### src/rtl/cud_ctrl_pkg.sv
// Shared types and default widths for the up/down counter sequence controller.
package cud_ctrl_pkg;

  localparam int CUD_WIDTH = 4;
  localparam int CUD_LEN_W = 8;

  typedef enum logic [2:0] {
    ST_IDLE,
    ST_LOAD,
    ST_UP,
    ST_DOWN,
    ST_DONE
  } cud_state_e;

endpackage

### src/rtl/cud_len_cnt.sv
// Phase-length down-counter: loaded on phase entry, decremented each phase cycle.
module cud_len_cnt #(
  parameter int LEN_W = 8
) (
  input  logic             clk,
  input  logic             rst,
  input  logic             load_i,
  input  logic [LEN_W-1:0] load_val_i,
  input  logic             dec_i,
  output logic             zero_o
);

  logic [LEN_W-1:0] cnt_q;
  logic [LEN_W-1:0] cnt_d;

  always_comb begin
    cnt_d = cnt_q;
    if (load_i) begin
      cnt_d = load_val_i;
    end else if (dec_i && (cnt_q != '0)) begin
      cnt_d = cnt_q - LEN_W'(1);
    end
  end

  always_ff @(posedge clk or posedge rst) begin
    if (rst) begin
      cnt_q <= '0;
    end else begin
      cnt_q <= cnt_d;
    end
  end

  assign zero_o = (cnt_q == '0);

endmodule

### src/rtl/counter_ud_ctrl.sv
// Sequencer driving an external up/down counter through load, count-up and
// count-down phases, tallying counter wraps along the way.
module counter_ud_ctrl
  import cud_ctrl_pkg::*;
#(
  parameter int WIDTH = CUD_WIDTH,
  parameter int LEN_W = CUD_LEN_W
) (
  input  logic             clk,
  input  logic             rst,
  input  logic             start,
  input  logic             abort,
  input  logic [WIDTH-1:0] cfg_load,
  input  logic [LEN_W-1:0] cfg_up_len,
  input  logic [LEN_W-1:0] cfg_dn_len,
  input  logic [WIDTH-1:0] count_i,
  input  logic             rollover_i,
  output logic             load_en,
  output logic [WIDTH-1:0] load,
  output logic             ud,
  output logic             busy,
  output logic             done,
  output logic [LEN_W-1:0] roll_cnt
);

  function automatic logic [LEN_W-1:0] sat_inc(input logic [LEN_W-1:0] v);
    return (v == '1) ? v : v + LEN_W'(1);
  endfunction

  cud_state_e       state_q, state_d;
  logic [WIDTH-1:0] load_q;
  logic [LEN_W-1:0] up_len_q, dn_len_q;
  logic [LEN_W-1:0] roll_q, roll_d;
  logic             accept;
  logic             up_nz, dn_nz;
  logic             ph_zero, ph_load, ph_dec;
  logic [LEN_W-1:0] ph_len;

  assign accept = (state_q == ST_IDLE) && start && !abort;
  assign up_nz  = (up_len_q != '0);
  assign dn_nz  = (dn_len_q != '0);

  always_ff @(posedge clk or posedge rst) begin
    if (rst) begin
      state_q <= ST_IDLE;
    end else begin
      state_q <= state_d;
    end
  end

  // A phase ends on the cycle its down-counter reads zero.
  always_comb begin
    state_d = state_q;
    case (state_q)
      ST_IDLE: if (accept) state_d = ST_LOAD;
      ST_LOAD: state_d = up_nz ? ST_UP : (dn_nz ? ST_DOWN : ST_DONE);
      ST_UP:   if (ph_zero) state_d = dn_nz ? ST_DOWN : ST_DONE;
      ST_DOWN: if (ph_zero) state_d = ST_DONE;
      ST_DONE: state_d = ST_IDLE;
      default: state_d = ST_IDLE;
    endcase
    if (abort && (state_q != ST_IDLE)) begin
      state_d = ST_IDLE;
    end
  end

  always_comb begin
    busy    = (state_q != ST_IDLE);
    done    = (state_q == ST_DONE);
    load_en = (state_q == ST_IDLE) || (state_q == ST_LOAD) || (state_q == ST_DONE);
    ud      = (state_q != ST_DOWN);
    load    = (state_q == ST_LOAD) ? load_q : count_i;
  end

  always_ff @(posedge clk or posedge rst) begin
    if (rst) begin
      load_q   <= '0;
      up_len_q <= '0;
      dn_len_q <= '0;
    end else if (accept) begin
      load_q   <= cfg_load;
      up_len_q <= cfg_up_len;
      dn_len_q <= cfg_dn_len;
    end
  end

  // Loading length-1 lets the full 2^LEN_W-1 range fit without an extra bit.
  assign ph_load = ((state_d == ST_UP) && (state_q != ST_UP)) ||
                   ((state_d == ST_DOWN) && (state_q != ST_DOWN));
  assign ph_len  = ((state_d == ST_UP) ? up_len_q : dn_len_q) - LEN_W'(1);
  assign ph_dec  = (state_q == ST_UP) || (state_q == ST_DOWN);

  cud_len_cnt #(
    .LEN_W(LEN_W)
  ) u_len_cnt (
    .clk       (clk),
    .rst       (rst),
    .load_i    (ph_load),
    .load_val_i(ph_len),
    .dec_i     (ph_dec),
    .zero_o    (ph_zero)
  );

  always_comb begin
    roll_d = roll_q;
    if (accept) begin
      roll_d = '0;
    end else if (ph_dec && rollover_i) begin
      roll_d = sat_inc(roll_q);
    end
  end

  always_ff @(posedge clk or posedge rst) begin
    if (rst) begin
      roll_q <= '0;
    end else begin
      roll_q <= roll_d;
    end
  end

  assign roll_cnt = roll_q;

endmodule

### config.mk
export PLATFORM = sky130hd
export DESIGN_NAME = counter_ud_ctrl
export DESIGN_NICKNAME = d
export VERILOG_FILES = /design/src/rtl/cud_ctrl_pkg.sv /design/src/rtl/cud_len_cnt.sv /design/src/rtl/counter_ud_ctrl.sv
export SDC_FILE = /design/constraint.sdc
export NUM_CORES = 1
export LEC_CHECK = 0
export CORE_MARGIN = 2
export CORE_UTILIZATION = 56
export DETAILED_ROUTE_END_ITERATION = 8
export PLACE_DENSITY = 0.86
export SYNTH_ARGS = -nofsm -noshare
export SYNTH_HDL_FRONTEND = slang
export SYNTH_HIERARCHICAL = 1
export SYNTH_SLANG_ARGS = --single-unit
### constraint.sdc
create_clock -name clk -period 7.54 [get_ports clk]
set_clock_uncertainty 0.15 [all_clocks]
set_input_delay 1.131 -clock clk [delete_from_list [all_inputs] [get_ports clk]]
set_output_delay 1.131 -clock clk [all_outputs]
set_load 0.05 [all_outputs]
==> flow_summary_export.csv <==
group,metric,value,unit
outcome,status,"finished, final reports clean",
yosys,synth-edff-count,0,
grt,grt_pass1_wl,8340,um
die,die_area,4610,sq um
critical_path,crit_type,"register to register",
critical_path,end_kind,"register",
sta,maxSlewViolCount,0,
die,rows,23,
place,hpwl,3660,um
yosys,synth.avg_cell_area,8.53,sq um
final_layout,multi_input_area,1240,sq um
job,drv_cap,0,
die,core_area,3970,sq um
final_layout,fillerInstances,316,
clock_tree,cts.htree.levels,2,
critical_path,r2r_setup_slack,3700,ps
clock_tree,ctsResizeCount,0,
route,vias_per_cell,5.32,
sta,post-route-period-util,0.509,
critical_path,startpoint_type,"register",
clock_tree,clock_latency,290,ps
clock_tree,cts_buffer_depth,2,
yosys,synth.most_common_cell,"nand2_1",
clock_tree,numCtsBuffers,5,
route,drc_errors,0,
route,wirelength,4870,um
grt,grt_usage,0.242,
yosys,ys_seq_area_frac,0.427,
place,io_buffers,44,
clock_tree,post_cts_buffers,0,
yosys,syn-num-nets,301,
sta,slew_headroom,0.360,
yosys,synth_flop_cell,"dfrtp_1",
yosys,post-synth-top-area-cell,"dfrtp_1",
die,chipHeight,67.9,um
critical_path,crit_chain,"inv_1, ha_1, or4b_4, nor2_1, nor2b_1, o21ai_1, o311ai_4, nor2_4, mux2i_1, ha_1, nand2b_1, nor4_1, xnor2_1, mux2i_1, nand2_1, o21ai_1",
sta,worst_pin_slew,961,ps
die,die_x,67.9,um
power,ir_worst_vdd,0.000256,V
sta,fmax,261,MHz
route,vias,1936,
grt,grt-ovfl-total,0,
grt,grt_pass1_vias,1902,
die,start_util,0.576,
yosys,synth_common_cells,"90 x nand2_1, 39 x dfrtp_1, 15 x nor2_1, 10 x xnor2_1, 9 x a21oi_1",
final_layout,drive_gt1_frac,0.0732,
critical_path,cp_slowest_cell,"or4b_4",
grt,grt_start_max_net_pins,32,
final_layout,seq_area,976,sq um
critical_path,cp.arrival,3820,ps
yosys,yosys_warnings,6,
sta,setup_viol,0,
route,wl_per_cell,13.4,um
yosys,synth-seq-cells,39,
yosys,syn-cell-area,2290,sq um
clock_tree,cts_root_buffer,"clkbuf_8",
final_layout,diodes,0,
yosys,synthArstFlopShare,1.00,
final_layout,nNetsFinal,346,
clock_tree,clk_pin_slew_worst_paths,80,ps
clock_tree,ctsHoldBuffers,0,
critical_path,crit_fanout,8,
route,ant_nets,0,
yosys,syn_inst,268,
place,gp_congestion,0.825,
sta,tns,0,ps
route,dr.first_iter.drc_count,132,
die,ios,45,
sta,rsz0062_at_grt,"false",
power,p_leak,0.00128,uW
final_layout,areaGrowthSynthToFinish,26.0,%
hold_path,worstHoldPathType,"register to register",
sta,hold_violations,0,
route,drt-pass1-iter-count,4,
power,p_per_area,408,nW/um^2
clock_tree,tritoncts,"built",
yosys,synth.area.top_cells,"dfrtp_1 43%, nand2_1 15%, xnor2_1 3.8%",
clock_tree,clock_sinks,39,
yosys,synth_top_area_frac,0.427,
yosys,yosysUniqueCellTypes,46,
critical_path,worstPathRequired,7530,ps
sta,fin_hold_ws,330,ps
grt,grt_antenna_before_repair,0,
critical_path,critPathMaxStageDelay,500,ps
sta,period_needed,3840,ps
==> report_power, final <==
group	total, uW	switching (uW)	internal (uW)
logic	602	349	252
clock network	178	71.4	107
registers	394	96.6	297
==> logic make-up (layout without fill, tap and decap cells) <==
| kind of cell | Yosys count | in the layout | share of synthesized area |
|---|---|---|---|
| muxes | 8 | 8 | 0.0356 |
| xor gates and xnor gates | 18 | 18 | 0.0690 |
| AOI/OAI and AO/OA | 36 | 36 | 0.111 |
| adders and majority gates | 4 | 4 | 0.0219 |
| and+or+nand+nor | 147 | 147 | 0.304 |
| DFF | 39 | 39 | 0.427 |
| buffers and inverters | 16 | 62 | 0.0312 |
==> layer usage <==
metal / vias up / wire length, um / track usage
li1: 992 / - / -
met1: 893 / 2240 / 0.308
met2: 47 / 2380 / 0.417
met3: 4 / 200 / 0.0510
met4: 0 / 52 / 0.0700
met5: - / 0 / 0
==> worst paths after layout <==
check	start	cells after the start	end
setup / recovery	u_len_cnt/cnt_q[0]	16	u_len_cnt/cnt_q[6]
hold / removal	load_q[1]	2	load_q[1]
setup reg to reg	u_len_cnt/cnt_q[0]	16	u_len_cnt/cnt_q[6]
hold reg to reg	load_q[1]	2	load_q[1]
max in group asynchronous	rst	3	up_len_q[7]
min in group asynchronous	rst	2	u_len_cnt/cnt_q[0]
==> stage by stage <==
stage                     instances  setup slack (ps)  utilization  instance area, sq um  total power [uW]
after floorplan                 268              4230            -                  2290               847
after global placement          356              3610        0.696                  2760               977
after detailed placement        356              3430        0.696                  2760               995
after CTS                       364              3700        0.725                  2880              1180
after global routing            364              3390        0.725                  2880              1270
final                           364              3700        0.725                  2880              1170
==> registers in the layout, summed over array words and instances (netlist names) <==
| signal | cells |
|---|---|
| roll_cnt | 8 |
| load_q | 4 |
| dn_len_q | 8 |
| state_q | 3 |
| u_len_cnt/cnt_q | 8 |
| up_len_q | 8 |
==> cells in the final DEF (no fill, tap or decap), types with 2 or more instances in the layout <==
master,synthesis,final
a211oi_1,2,2
a21boi_0,2,2
a21oi_1,9,9
a22oi_1,2,2
and2_1,2,2
buf_4,0,2
clkbuf_8,0,6
clkdlybuf4s50_1,0,44
dfrtp_1,39,39
ha_1,4,4
inv_1,8,8
mux2i_1,7,7
nand2_1,90,90
nand2b_1,4,4
nand3_1,3,3
nand4_1,5,5
nor2_1,15,15
nor2b_1,4,4
nor3_1,4,4
nor4_1,4,4
nor4_2,2,2
o21ai_0,6,6
o21ai_1,4,4
o21ai_2,2,2
o31a_1,2,2
or2_2,2,2
or3_1,3,3
xnor2_1,10,10
xor2_1,8,8
==> cell type report <==
cell class	instances	share of cell area
multi-input cells	213	0.430
flip-flops and latches	39	0.339
repair buffers	46	0.158
clock buffers	6	0.0287
well taps	50	0.0217
clock inverters	2	0.0122
inverters	8	0.0104
==> critical path, delay by kind of cell, from the launching register on <==
| kind | cells | cell delay, ps |
|---|---|---|
| compound gates | 3 | 530 |
| xor+xnor | 1 | 160 |
| fa+ha+maj | 2 | 440 |
| buf+inv | 1 | 110 |
| flops | 1 | 380 |
| mux | 2 | 400 |
| simple gates | 7 | 1520 |
Note: power is estimated with default switching activity, not from simulation.
